### src/rtl/prog_mem_responder.sv
// rtl/prog_mem_responder.sv - round-robin program-memory read responder for NUM_CONSUMERS fetchers
// Optional wait-limit watchdog enabled by defining PROG_MEM_TIMEOUT_EN.
module prog_mem_responder #(
    parameter int NUM_CONSUMERS  = 4,
    parameter int ADDR_BITS      = 8,
    parameter int DATA_BITS      = 16,
    parameter int TIMEOUT_CYCLES = 64
) (
    input  logic                               clk,
    input  logic                               reset,
    input  logic [NUM_CONSUMERS-1:0]           consumer_read_valid,
    input  logic [NUM_CONSUMERS*ADDR_BITS-1:0] consumer_read_address,
    output logic [NUM_CONSUMERS-1:0]           consumer_read_ready,
    output logic [NUM_CONSUMERS*DATA_BITS-1:0] consumer_read_data,
    output logic                               mem_read_valid,
    output logic [ADDR_BITS-1:0]               mem_read_address,
    input  logic                               mem_read_ready,
    input  logic [DATA_BITS-1:0]               mem_read_data,
    output logic                               timeout_error
);

    localparam int GW = (NUM_CONSUMERS > 1) ? $clog2(NUM_CONSUMERS) : 1;
    localparam logic [GW-1:0] PTR_RST = GW'(NUM_CONSUMERS - 1);

    typedef enum logic [1:0] {
        IDLE,
        READ_WAITING,
        RELAYING
    } state_t;

    state_t                             state_q, state_d;
    logic [GW-1:0]                      grant_q, grant_d;
    logic [GW-1:0]                      ptr_q, ptr_d;
    logic                               mem_valid_q, mem_valid_d;
    logic [ADDR_BITS-1:0]               mem_addr_q, mem_addr_d;
    logic [NUM_CONSUMERS-1:0]           ready_q, ready_d;
    logic [NUM_CONSUMERS*DATA_BITS-1:0] data_q, data_d;
    logic [GW-1:0]                      pick;
    logic [GW-1:0]                      scan_idx;

`ifdef PROG_MEM_TIMEOUT_EN
    localparam int CW = $clog2(TIMEOUT_CYCLES + 1);
    logic [CW-1:0] wait_q, wait_d;
    logic          timeout_q, timeout_d;
`endif

    // Scan downward from the farthest candidate so the nearest requester above ptr_q wins.
    always_comb begin
        pick     = ptr_q;
        scan_idx = ptr_q;
        for (int k = NUM_CONSUMERS; k >= 1; k--) begin
            scan_idx = GW'((int'(ptr_q) + k) % NUM_CONSUMERS);
            if (consumer_read_valid[scan_idx]) begin
                pick = scan_idx;
            end
        end
    end

    always_comb begin
        state_d     = state_q;
        grant_d     = grant_q;
        ptr_d       = ptr_q;
        mem_valid_d = mem_valid_q;
        mem_addr_d  = mem_addr_q;
        ready_d     = ready_q;
        data_d      = data_q;
`ifdef PROG_MEM_TIMEOUT_EN
        wait_d      = wait_q;
        timeout_d   = timeout_q;
`endif
        case (state_q)
            IDLE: begin
                if (|consumer_read_valid) begin
                    grant_d     = pick;
                    ptr_d       = pick;
                    mem_valid_d = 1'b1;
                    mem_addr_d  = consumer_read_address[int'(pick)*ADDR_BITS +: ADDR_BITS];
                    state_d     = READ_WAITING;
`ifdef PROG_MEM_TIMEOUT_EN
                    wait_d      = '0;
`endif
                end
            end
            READ_WAITING: begin
                if (mem_read_ready) begin
                    data_d[int'(grant_q)*DATA_BITS +: DATA_BITS] = mem_read_data;
                    ready_d          = '0;
                    ready_d[grant_q] = 1'b1;
                    mem_valid_d      = 1'b0;
                    state_d          = RELAYING;
                end
`ifdef PROG_MEM_TIMEOUT_EN
                else if (wait_q == CW'(TIMEOUT_CYCLES - 1)) begin
                    // Hand back an all-zero word (NOP) so the fetcher is not stalled forever.
                    data_d[int'(grant_q)*DATA_BITS +: DATA_BITS] = '0;
                    ready_d          = '0;
                    ready_d[grant_q] = 1'b1;
                    mem_valid_d      = 1'b0;
                    timeout_d        = 1'b1;
                    state_d          = RELAYING;
                end else begin
                    wait_d = wait_q + 1'b1;
                end
`endif
            end
            RELAYING: begin
                if (!consumer_read_valid[grant_q]) begin
                    ready_d = '0;
                    state_d = IDLE;
                end
            end
            default: state_d = IDLE;
        endcase
    end

    always_ff @(posedge clk or negedge reset) begin
        if (!reset) begin
            state_q     <= IDLE;
            grant_q     <= '0;
            ptr_q       <= PTR_RST;
            mem_valid_q <= 1'b0;
            mem_addr_q  <= '0;
            ready_q     <= '0;
            data_q      <= '0;
        end else begin
            state_q     <= state_d;
            grant_q     <= grant_d;
            ptr_q       <= ptr_d;
            mem_valid_q <= mem_valid_d;
            mem_addr_q  <= mem_addr_d;
            ready_q     <= ready_d;
            data_q      <= data_d;
        end
    end

`ifdef PROG_MEM_TIMEOUT_EN
    always_ff @(posedge clk or negedge reset) begin
        if (!reset) begin
            wait_q    <= '0;
            timeout_q <= 1'b0;
        end else begin
            wait_q    <= wait_d;
            timeout_q <= timeout_d;
        end
    end
    assign timeout_error = timeout_q;
`else
    assign timeout_error = 1'b0;
`endif

    assign consumer_read_ready = ready_q;
    assign consumer_read_data  = data_q;
    assign mem_read_valid      = mem_valid_q;
    assign mem_read_address    = mem_addr_q;

endmodule

### config.mk
export PLATFORM = sky130hd
export DESIGN_NAME = prog_mem_responder
export DESIGN_NICKNAME = d
export VERILOG_FILES = /design/src/rtl/prog_mem_responder.sv
export SDC_FILE = /design/constraint.sdc
export NUM_CORES = 1
export LEC_CHECK = 0
export ABC_AREA = 1
export CAP_MARGIN = 30
export CELL_PAD_IN_SITES_DETAIL_PLACEMENT = 0
export CELL_PAD_IN_SITES_GLOBAL_PLACEMENT = 1
export CORE_UTILIZATION = 36
export DETAILED_ROUTE_END_ITERATION = 10
export PLACE_DENSITY_LB_ADDON = 0.25
export SYNTH_ARGS = -nofsm -noshare
export SYNTH_HDL_FRONTEND = slang
export SYNTH_SLANG_ARGS = --single-unit
### constraint.sdc
create_clock -name clk -period 7.25 [get_ports clk]
set_clock_uncertainty 0.2 [all_clocks]
set_input_delay 0.725 -clock clk [delete_from_list [all_inputs] [get_ports clk]]
set_output_delay 0.725 -clock clk [all_outputs]
set_load 0.01 [all_outputs]
==> summary.txt, run 1 <==
Job
  – Max Cap Viol: 0

Synth
  – Post-synth net total: around 560
  – Sequential share of the synthesized area: ~50%
  – Post-synthesis average cell area: a little over 8 um^2
  – Synth area leaders: dfrtp_1 50%, nand2_1 11%, o21ai_0 9.2%, nand3_1 7.2%, inv_1 4.2%
  – Most area-hungry cell type in the Yosys netlist: dfrtp_1
  – Yosys reg bits: 83
  – Top cells by count, synth: 124 x nand2_1, 81 x dfrtp_1, 75 x o21ai_0
  – Top cell type's share of synthesized area: approximately half
  – Synth Warn #: 0
  – Post-synth ARST share: 100%
  – Synthesized instance count: just under 500
  – Most common cell in the netlist: nand2_1
  – Number of enable flip-flop cells after synthesis: 0
  – Post-synthesis cell type count: 30
  – Main flop type after synthesis: dfrtp_1
  – Mapped Area: around 4100 um^2

CTS
  – Post_cts resized: 0
  – Clk Latency, worst-skew pair: about 0.33 ns
  – # H-tree levels: 3
  – Setup bufs post-CTS: 0
  – CTS tree: built
  – Hold Buf Count CTS: 0
  – CTS clock-pin slew for the worst setup and hold paths: 0.06 ns
  – Num CTS Buffers: 9
  – Max clock buf depth: 2
  – CTS root buf: clkbuf_16
  – Clk sinks: slightly above 80

Worst setup path
  – Critical path origin: grant_q[0]
  – Crit start category: register
  – Critical path class: register to register
  – Setup crit end kind: register
  – Crit path required time: between 7 and 8 ns
  – RR Startpoint: grant_q[0]
  – Worst Path Arrival: approximately 4 ns
  – Crit path max fanout: 24

GRT
  – Met2 Use GR: 31.5%
  – Layer with the highest usage: met2
  – First-pass GRT wire length: between 15000 and 20000 um
  – Met3 usage: under 10%
  – Met1 Usage GRT: between 20% and 30%
  – Initial antenna violation count: 0
  – Number of global-route vias before repair: 3571
  – GRT overflow: 0
  – Gr usage total: 20.0%
  – Largest net degree at the start of global routing: 56

Die
  – Rows: 38
  – # IOs: approximately 130
  – Core area: 10900 um^2
  – Die W: 109 um
  – Die H: between 100 and 150 um
  – Initial Util: a little under two fifths
  – Full die area: ~12000 um^2

Final layout
  – Synth-to-Final Area Change: 43.2%
  – Ant diodes: 0
  – Cell area after layout: about 5900 um^2
  – Final core occ: a little over half
  – Final non-filler cell total: ~760
  – Layout cells sized above 1: around 6.3%
  – Layout net count: 681

Route
  – Vias/cell: about 5
  – Drt pass-1 iters: 5
  – Starting DRC count in detailed routing: 160
  – Post-DR wirelength/cell: 14.9 um
  – Residual DRC: 0
  – Detail Route Antenna Nets: 0
  – Routed WL: between 10000 and 15000 um
  – Via count: approximately 3800

Timing
  – Fmax: approximately 250 MHz
  – Final hold vios: 0
  – Fin crit period: approximately 4 ns
  – Number of max-slew violations in the final report: 0
  – Final worst-path cycle share: 54.9%
  – Slew @ Worst Pin: between 1 and 1.5 ns
  – Final setup viols: 0
  – RSZ-0062 raised after global routing: false
  – Relative slew slack: between 20 and 30%
  – Setup TNS: 0 ns

Placement
  – Port buffer count: between 100 and 150
  – Placer Congestion: ~0.85
  – Placed cells: approximately 750
  – Hpwl dp: between 8000 and 9000 um
  – Placed Area: ~5500 um^2

Power
  – Pleak: about 0.0028 uW
  – PwrDens: around 440 nW/um^2
  – Maximum VDD drop: between 0.2 and 0.3 mV
  – Overall power: about 2600 uW

Worst hold path
  – HP Class: input pin to asynchronous set/reset pin

Outcome
  – Status: finished clean
## cells by family (layout without fill, tap and decap cells)
| logic type | Yosys count | in the layout | synth area share, % |
|---|---|---|---|
| compound gates | 101 | 101 | 13.7 |
| fa+ha+maj | 8 | 8 | 2.45 |
| buf+inv | 73 | 202 | 7.53 |
| flops | 83 | 83 | 50.9 |
| other cells | 1 | 1 | 0.0917 |
| simple gates | 228 | 228 | 25.3 |
## final timing paths
kind | endpoint | slack, ns | cells past startpoint
max | consumer_read_data[33] | 3.27 | 8
min | consumer_read_data[23] | 0.11 | 1
max reg2reg | consumer_read_data[33] | 3.27 | 8
min reg2reg | mem_read_address[4] | 0.29 | 2
max in group asynchronous | consumer_read_data[8] | 6.14 | 2
min in group clk | mem_read_address[4] | 0.29 | 2
## final cells by class
type	count	area, um^2
Clock inverter	6	90.1
Inverter	49	190
Fill cell	1069	5080
Timing Repair Buffer	137	1390
Multi-Input combinational cell	338	1710
Clock buffer	10	229
Sequential cell	83	2080
Tap cell	140	175
## cell usage in the layout, fill, tap and decap left out, types with 6 or more instances in the layout
cell,n
clkdlybuf4s50_1,130
nand2_1,124
dfrtp_1,81
o21ai_0,75
nand3_1,59
inv_1,46
o21a_1,17
nand4_1,16
nor2_1,13
clkbuf_16,9
ha_1,8
nand2_2,6
## sequential cells by signal, summed over array words and instances, names as in the netlist
name / cells
consumer_read_data: 64
consumer_read_ready: 4
grant_q: 2
mem_read_address: 8
mem_read_valid: 1
ptr_q: 2
state_q: 2
## layer usage
metal	vias up	part of all wire (%)
met5	-	0
met4	0	1.4
met3	11	7.1
met2	133	46
met1	1791	46
li1	1876	-
## metrics by stage
stage	hold slack, ns	setup slack (ns)
CTS	0.129	3.33
finish	0.113	3.27
global route	0.143	2.96
floorplan	0.229	4.92
detailed placement	0.272	3.34
global placement	0.262	3.55
## power breakdown
part | internal (uW) | leakage (uW) | switching (uW)
Combinational | 557 | 0.00161 | 720
Clock | 302 | 0.000153 | 186
Sequential | 658 | 0.00108 | 137
Total | 1520 | 0.00284 | 1040
## critical path, cell delays in order, from the launching register on
cell	delay, ns
dfrtp_1	0.84
inv_1	0.48
ha_1	0.46
inv_1	0.06
nor2_1	0.80
inv_1	0.35
nor2_1	0.47
nand3_1	0.14
nand2_1	0.10
Power figures use the tool's default switching activity.
==> inputs of run 2 (changes only) <==
--- a/config.mk
+++ b/config.mk
@@ -9,7 +9,7 @@
 export CAP_MARGIN = 30
 export CELL_PAD_IN_SITES_DETAIL_PLACEMENT = 0
 export CELL_PAD_IN_SITES_GLOBAL_PLACEMENT = 1
-export CORE_UTILIZATION = 36
+export CORE_UTILIZATION = 30
 export DETAILED_ROUTE_END_ITERATION = 10
 export PLACE_DENSITY_LB_ADDON = 0.25
 export SYNTH_ARGS = -nofsm -noshare
==> constraint.sdc (replaced) <==
create_clock -name clk -period 3.65 [get_ports clk]
set_clock_uncertainty 0.2 [all_clocks]
set_input_delay 0.365 -clock clk [delete_from_list [all_inputs] [get_ports clk]]
set_output_delay 0.365 -clock clk [all_outputs]
set_load 0.01 [all_outputs]
==> summary.txt, run 2 (synthesized netlist as in run 1, its figures left out) <==
Job
  – Max Cap Viol: 0

Timing
  – Final hold vios: 0
  – Fin crit period: roughly 2.4 ns
  – Relative slew slack: between 60% and 70%
  – Final setup viols: 0
  – Fmax: 409 MHz
  – Worst Hold Slack: around 0.29 ns
  – Slew @ Worst Pin: 0.590 ns
  – Number of max-slew violations in the final report: 0
  – RSZ-0062 raised after global routing: false
  – Final worst-path cycle share: approximately two thirds
  – Setup TNS: 0 ns

Power
  – PwrDens: roughly 860 nW/um^2
  – Pleak: ~0.0029 uW
  – Maximum VDD drop: between 0.4 and 0.5 mV
  – Overall power: between 5000 and 6000 uW

CTS
  – Clk sinks: 83
  – Num CTS Buffers: 9
  – CTS tree: built
  – CTS root buf: clkbuf_16
  – Setup bufs post-CTS: 0
  – # H-tree levels: 3
  – Clk Latency, worst-skew pair: between 0.3 and 0.4 ns
  – CTS clock-pin slew for the worst setup and hold paths: around 0.06 ns
  – Max clock buf depth: 2

Final layout
  – Layout net count: slightly below 700
  – Final non-filler cell total: about 800
  – Most common cell after layout, fill and taps aside: clkdlybuf4s50_1
  – Final core occ: about 45%
  – Max reg flops: 64
  – Layout cells sized above 1: 6.53%
  – Most frequent cells in the layout: 130 x clkdlybuf4s50_1, 124 x nand2_1, 81 x dfrtp_1
  – Synth-to-Final Area Change: 44.7%
  – Ant diodes: 0

Route
  – Detail Route Antenna Nets: 0
  – Drt pass-1 iters: 4
  – Via count: around 3800
  – Routed WL: between 10000 and 15000 um
  – Starting DRC count in detailed routing: 310
  – Residual DRC: 0
  – Vias/cell: 4.68
  – Post-DR wirelength/cell: 14.7 um

Outcome
  – Status: finished clean

Die
  – # IOs: ~130
  – Rows: 42
  – Die W: roughly 120 um
  – Initial Util: 30.9%
  – Core area: about 13000 um^2
  – Full die area: about 14000 um^2
  – Die H: between 100 and 150 um

Placement
  – Placed cells: slightly below 800
  – Hpwl dp: a little under 9000 um
  – Port buffer count: about 130
  – Placer Congestion: 0.795

Worst setup path
  – Crit path required time: around 3.7 ns
  – Critical path class: register to register
  – Crit start category: register
  – Worst Path Arrival: ~2.5 ns
  – Crit path max fanout: 17
  – Setup crit end kind: register

GRT
  – Largest net degree at the start of global routing: 57
  – Number of global-route vias before repair: ~3600
  – Gr usage total: ~17%
  – GRT overflow: 0
  – Initial antenna violation count: 0
  – First-pass GRT wire length: around 19000 um

Worst hold path
  – HP Class: input pin to asynchronous set/reset pin
==> run 2: changes by cell type in the layout (fill, tap and decap cells not counted), sizes merged <==
cell / change
buf: +4
clkbuf: +1
clkinv: -1
dlygate4sd3: +1
==> run 2: cell type report <==
cell class	instances	area, um^2
Clock inverter	5	77.6
Tap cell	176	220
Multi-Input combinational cell	338	1700
Sequential cell	83	2080
Timing Repair Buffer	142	1410
Inverter	49	190
Clock buffer	11	233
Fill cell	1326	7330
==> run 2: worst max-delay path, stage by stage, from the launching register on <==
cell	delay, ns
dfrtp_1	0.37
inv_1	0.39
ha_1	0.24
inv_1	0.05
nor2_1	0.08
buf_4	0.22
inv_1	0.18
nor2_1	0.43
nand3_1	0.14
nand2_1	0.07
==> run 2: path summary, 6_finish.rpt <==
kind	end	start	slack (ns)	depth (start not counted)
min in group clk	mem_read_address[1]	mem_read_address[1]	0.29	2
min	consumer_read_data[54]	reset	0.29	2
min reg2reg	mem_read_address[1]	mem_read_address[1]	0.29	2
max in group asynchronous	consumer_read_data[52]	reset	2.36	3
max	consumer_read_data[43]	grant_q[0]	1.20	9
max reg2reg	consumer_read_data[43]	grant_q[0]	1.20	9
==> run 2: power breakdown <==
| part | total (uW) | internal (uW) | switching [uW] |
|---|---|---|---|
| logic | 2590 | 1120 | 1470 |
| clock network | 955 | 597 | 358 |
| registers | 1550 | 1310 | 243 |
| total | 5100 | 3030 | 2070 |
==> run 2: per-layer routing <==
layer	track usage, %	part of all wire (%)
met1	23.1	45
met2	27.1	46
met4	6.17	1.7
met5	0	0
met3	4.87	7.3
==> run 2: repair_timing <==
action,in CTS,in global routing
endpoints found under the setup margin,0,0
hold endpoints to repair,25,0
hold buffers,1,0
resized for setup,0,0
==> run 2: through the flow <==
stage | setup slack, ns | area, um^2
CTS | 1.17 | 5910
detailed placement | 1.07 | 5590
floorplan | 1.32 | 4090
global route | 0.987 | 5910
global placement | 1.16 | 5570
finish | 1.20 | 5910
==> inputs of run 3 (changes only) <==
==> constraint.sdc (replaced) <==
create_clock -name clk -period 2.2 [get_ports clk]
set_clock_uncertainty 0.2 [all_clocks]
set_input_delay 0.22 -clock clk [delete_from_list [all_inputs] [get_ports clk]]
set_output_delay 0.22 -clock clk [all_outputs]
set_load 0.01 [all_outputs]
==> summary.txt, run 3 (synthesized netlist as in run 1, its figures left out) <==
Outcome
  – Status: finished clean

Worst setup path
  – Crit path required time: between 2 and 2.5 ns
  – Crit start category: register
  – Reg2reg setup slack: roughly 0.11 ns
  – Crit path max fanout: 5
  – Crit path depth: 13
  – Reg2Reg Depth: 13
  – Slowest CP cell: dfstp_2
  – Critical path class: register to register
  – Crit-path cells: clkbuf_2, nand2_1, nand2_1, nand2_1, nand2_1, inv_2, nand2_1, nand2_1, nand2_1, nand2_1, nor2_2, o211ai_1, nand3_1
  – Critical path origin: ptr_q[0]
  – Max incr delay on CP: 0.55 ns
  – RR Startpoint: ptr_q[0]
  – Reg-to-reg endpoint: mem_read_address[5]
  – Worst setup path end: mem_read_address[5]
  – Critical Path Most Common Cell: nand2_1
  – Worst Path Arrival: ~2.2 ns
  – Worst path buffer plus inverter count: 2
  – Crit-path leading delay family: simple AND/OR/NAND/NOR gates
  – Setup crit end kind: register

GRT
  – Initial antenna violation count: 0
  – First-pass GRT wire length: between 15000 and 20000 um
  – Number of global-route vias before repair: 3714
  – Largest net degree at the start of global routing: between 50 and 60
  – GRT overflow: 0
  – Gr usage total: 17.7%

Final layout
  – Most frequent cells in the layout: 130 x clkdlybuf4s50_1, 124 x nand2_1, 81 x dfrtp_1
  – Synth-to-Final Area Change: 47.8%
  – Cell area after layout: between 6000 and 7000 um^2
  – Most common cell after layout, fill and taps aside: clkdlybuf4s50_1
  – FF+latch area: between 2000 and 2500 um^2
  – Layout cells sized above 1: a little under a tenth
  – Final non-filler cell total: about 820
  – Ant diodes: 0
  – Layout fillers: between 1000 and 1500
  – Max reg flops: 64
  – Layout net count: 704
  – Footprint of the multi-input gates: ~1700 um^2

Timing
  – Final hold vios: 0
  – RSZ-0062 raised after global routing: true
  – Fin crit period: roughly 2.1 ns
  – Number of max-slew violations in the final report: 0
  – Final setup viols: 0
  – Final worst-path cycle share: between 90 and 100%
  – Setup TNS: 0 ns
  – Worst Hold Slack: 0.165 ns
  – Fmax: roughly 480 MHz

Route
  – Routed WL: between 10000 and 15000 um
  – Detail Route Antenna Nets: 0
  – Starting DRC count in detailed routing: roughly 230
  – Vias/cell: 4.71
  – Drt pass-1 iters: 4
  – Via count: between 3000 and 4000
  – Post-DR wirelength/cell: roughly 15 um
  – Residual DRC: 0

Power
  – PwrDens: 1430 nW/um^2
  – Pleak: just under 0.003 uW
  – Overall power: 8670 uW
  – Maximum VDD drop: between 0.6 and 0.7 mV

CTS
  – Num CTS Buffers: 9
  – CTS root buf: clkbuf_16
  – CTS clock-pin slew for the worst setup and hold paths: around 0.06 ns
  – CTS tree: built
  – # H-tree levels: 3
  – Clk sinks: 83
  – Max clock buf depth: 2
  – Clk Latency, worst-skew pair: 0.34 ns

Placement
  – Placer Congestion: between 0.8 and 0.9
  – Placed cells: between 800 and 900
  – Hpwl dp: slightly below 9000 um
  – Placed Area: around 5700 um^2
  – Port buffer count: 131

Die
  – Rows: 42
  – Initial Util: a little under a third
  – Die H: 119 um
  – # IOs: 133
  – Die W: between 100 and 150 um
  – Core area: 13200 um^2
  – Full die area: approximately 14000 um^2

Job
  – Max Cap Viol: 0

Worst hold path
  – HP Class: input pin to asynchronous set/reset pin
## run 3: cell count changes in the layout (fill, tap and decap cells not counted), sizes merged
cell / before / now
clkinv: 3 / 5
buf: 11 / 28
clkinvlp: 1 / 0
clkbuf: 11 / 13
bufinv: 2 / 0
## run 3: worst register-to-register path: cells and delay by family (launching register included)
| kind | cells | cell delay (ns) |
|---|---|---|
| flops | 1 | 0.55 |
| buf+inv | 2 | 0.21 |
| compound gates | 1 | 0.13 |
| simple gates | 10 | 0.92 |
## run 3: area by class of cell
cell class	count	share of cell area, %
Timing Repair Buffer	160	25.7
Clock inverter	4	0.393
Multi-Input combinational cell	338	28.3
Tap cell	176	3.64
Inverter	49	3.15
Sequential cell	83	34.4
Clock buffer	12	4.41
## run 3: routing by layer
| metal | part of all wire (%) | vias to the layer above | track usage (%) |
|---|---|---|---|
| li1 | - | 1928 | - |
| met1 | 46 | 1785 | 24.0 |
| met2 | 46 | 142 | 27.4 |
| met3 | 6.9 | 13 | 4.73 |
| met4 | 1.2 | 0 | 5.46 |
| met5 | 0 | - | 0 |
## run 3: repair_timing
item                                    CTS  global route
endpoints found under the setup margin    0            10
hold buffers                              1             0
buffers inserted                          0             3
hold endpoints to repair                 31             0
gates resized for setup                   0             1
## run 3: per-stage QoR
stage               utilization [%]  worst slack, ns
floorplan                         -           0.0450
global placement               43.1           0.0480
detailed placement             43.1           0.0101
CTS                            45.3           0.0486
global route                   45.6          -0.0379
finish                         45.6            0.109
## run 3: worst min path at each step
stage | startpoint | depth (start not counted) | endpoint | slack [ns]
2_1_floorplan | reset | 0 | consumer_read_data[0] | -0.28
3_5_place_dp | reset | 1 | consumer_read_data[55] | -0.007
6_report | reset | 2 | consumer_read_data[21] | 0.16
3_3_place_gp | reset | 1 | consumer_read_data[55] | -0.01
4_1_cts | reset | 2 | consumer_read_data[6] | 0.17
5_1_grt | reset | 2 | consumer_read_data[55] | 0.21
## run 3: where the power goes
| group | internal [uW] | switching [uW] | total (uW) |
|---|---|---|---|
| Sequential | 2170 | 388 | 2560 |
| Combinational | 2110 | 2560 | 4660 |
| Clock | 853 | 596 | 1450 |
| Total | 5130 | 3540 | 8670 |
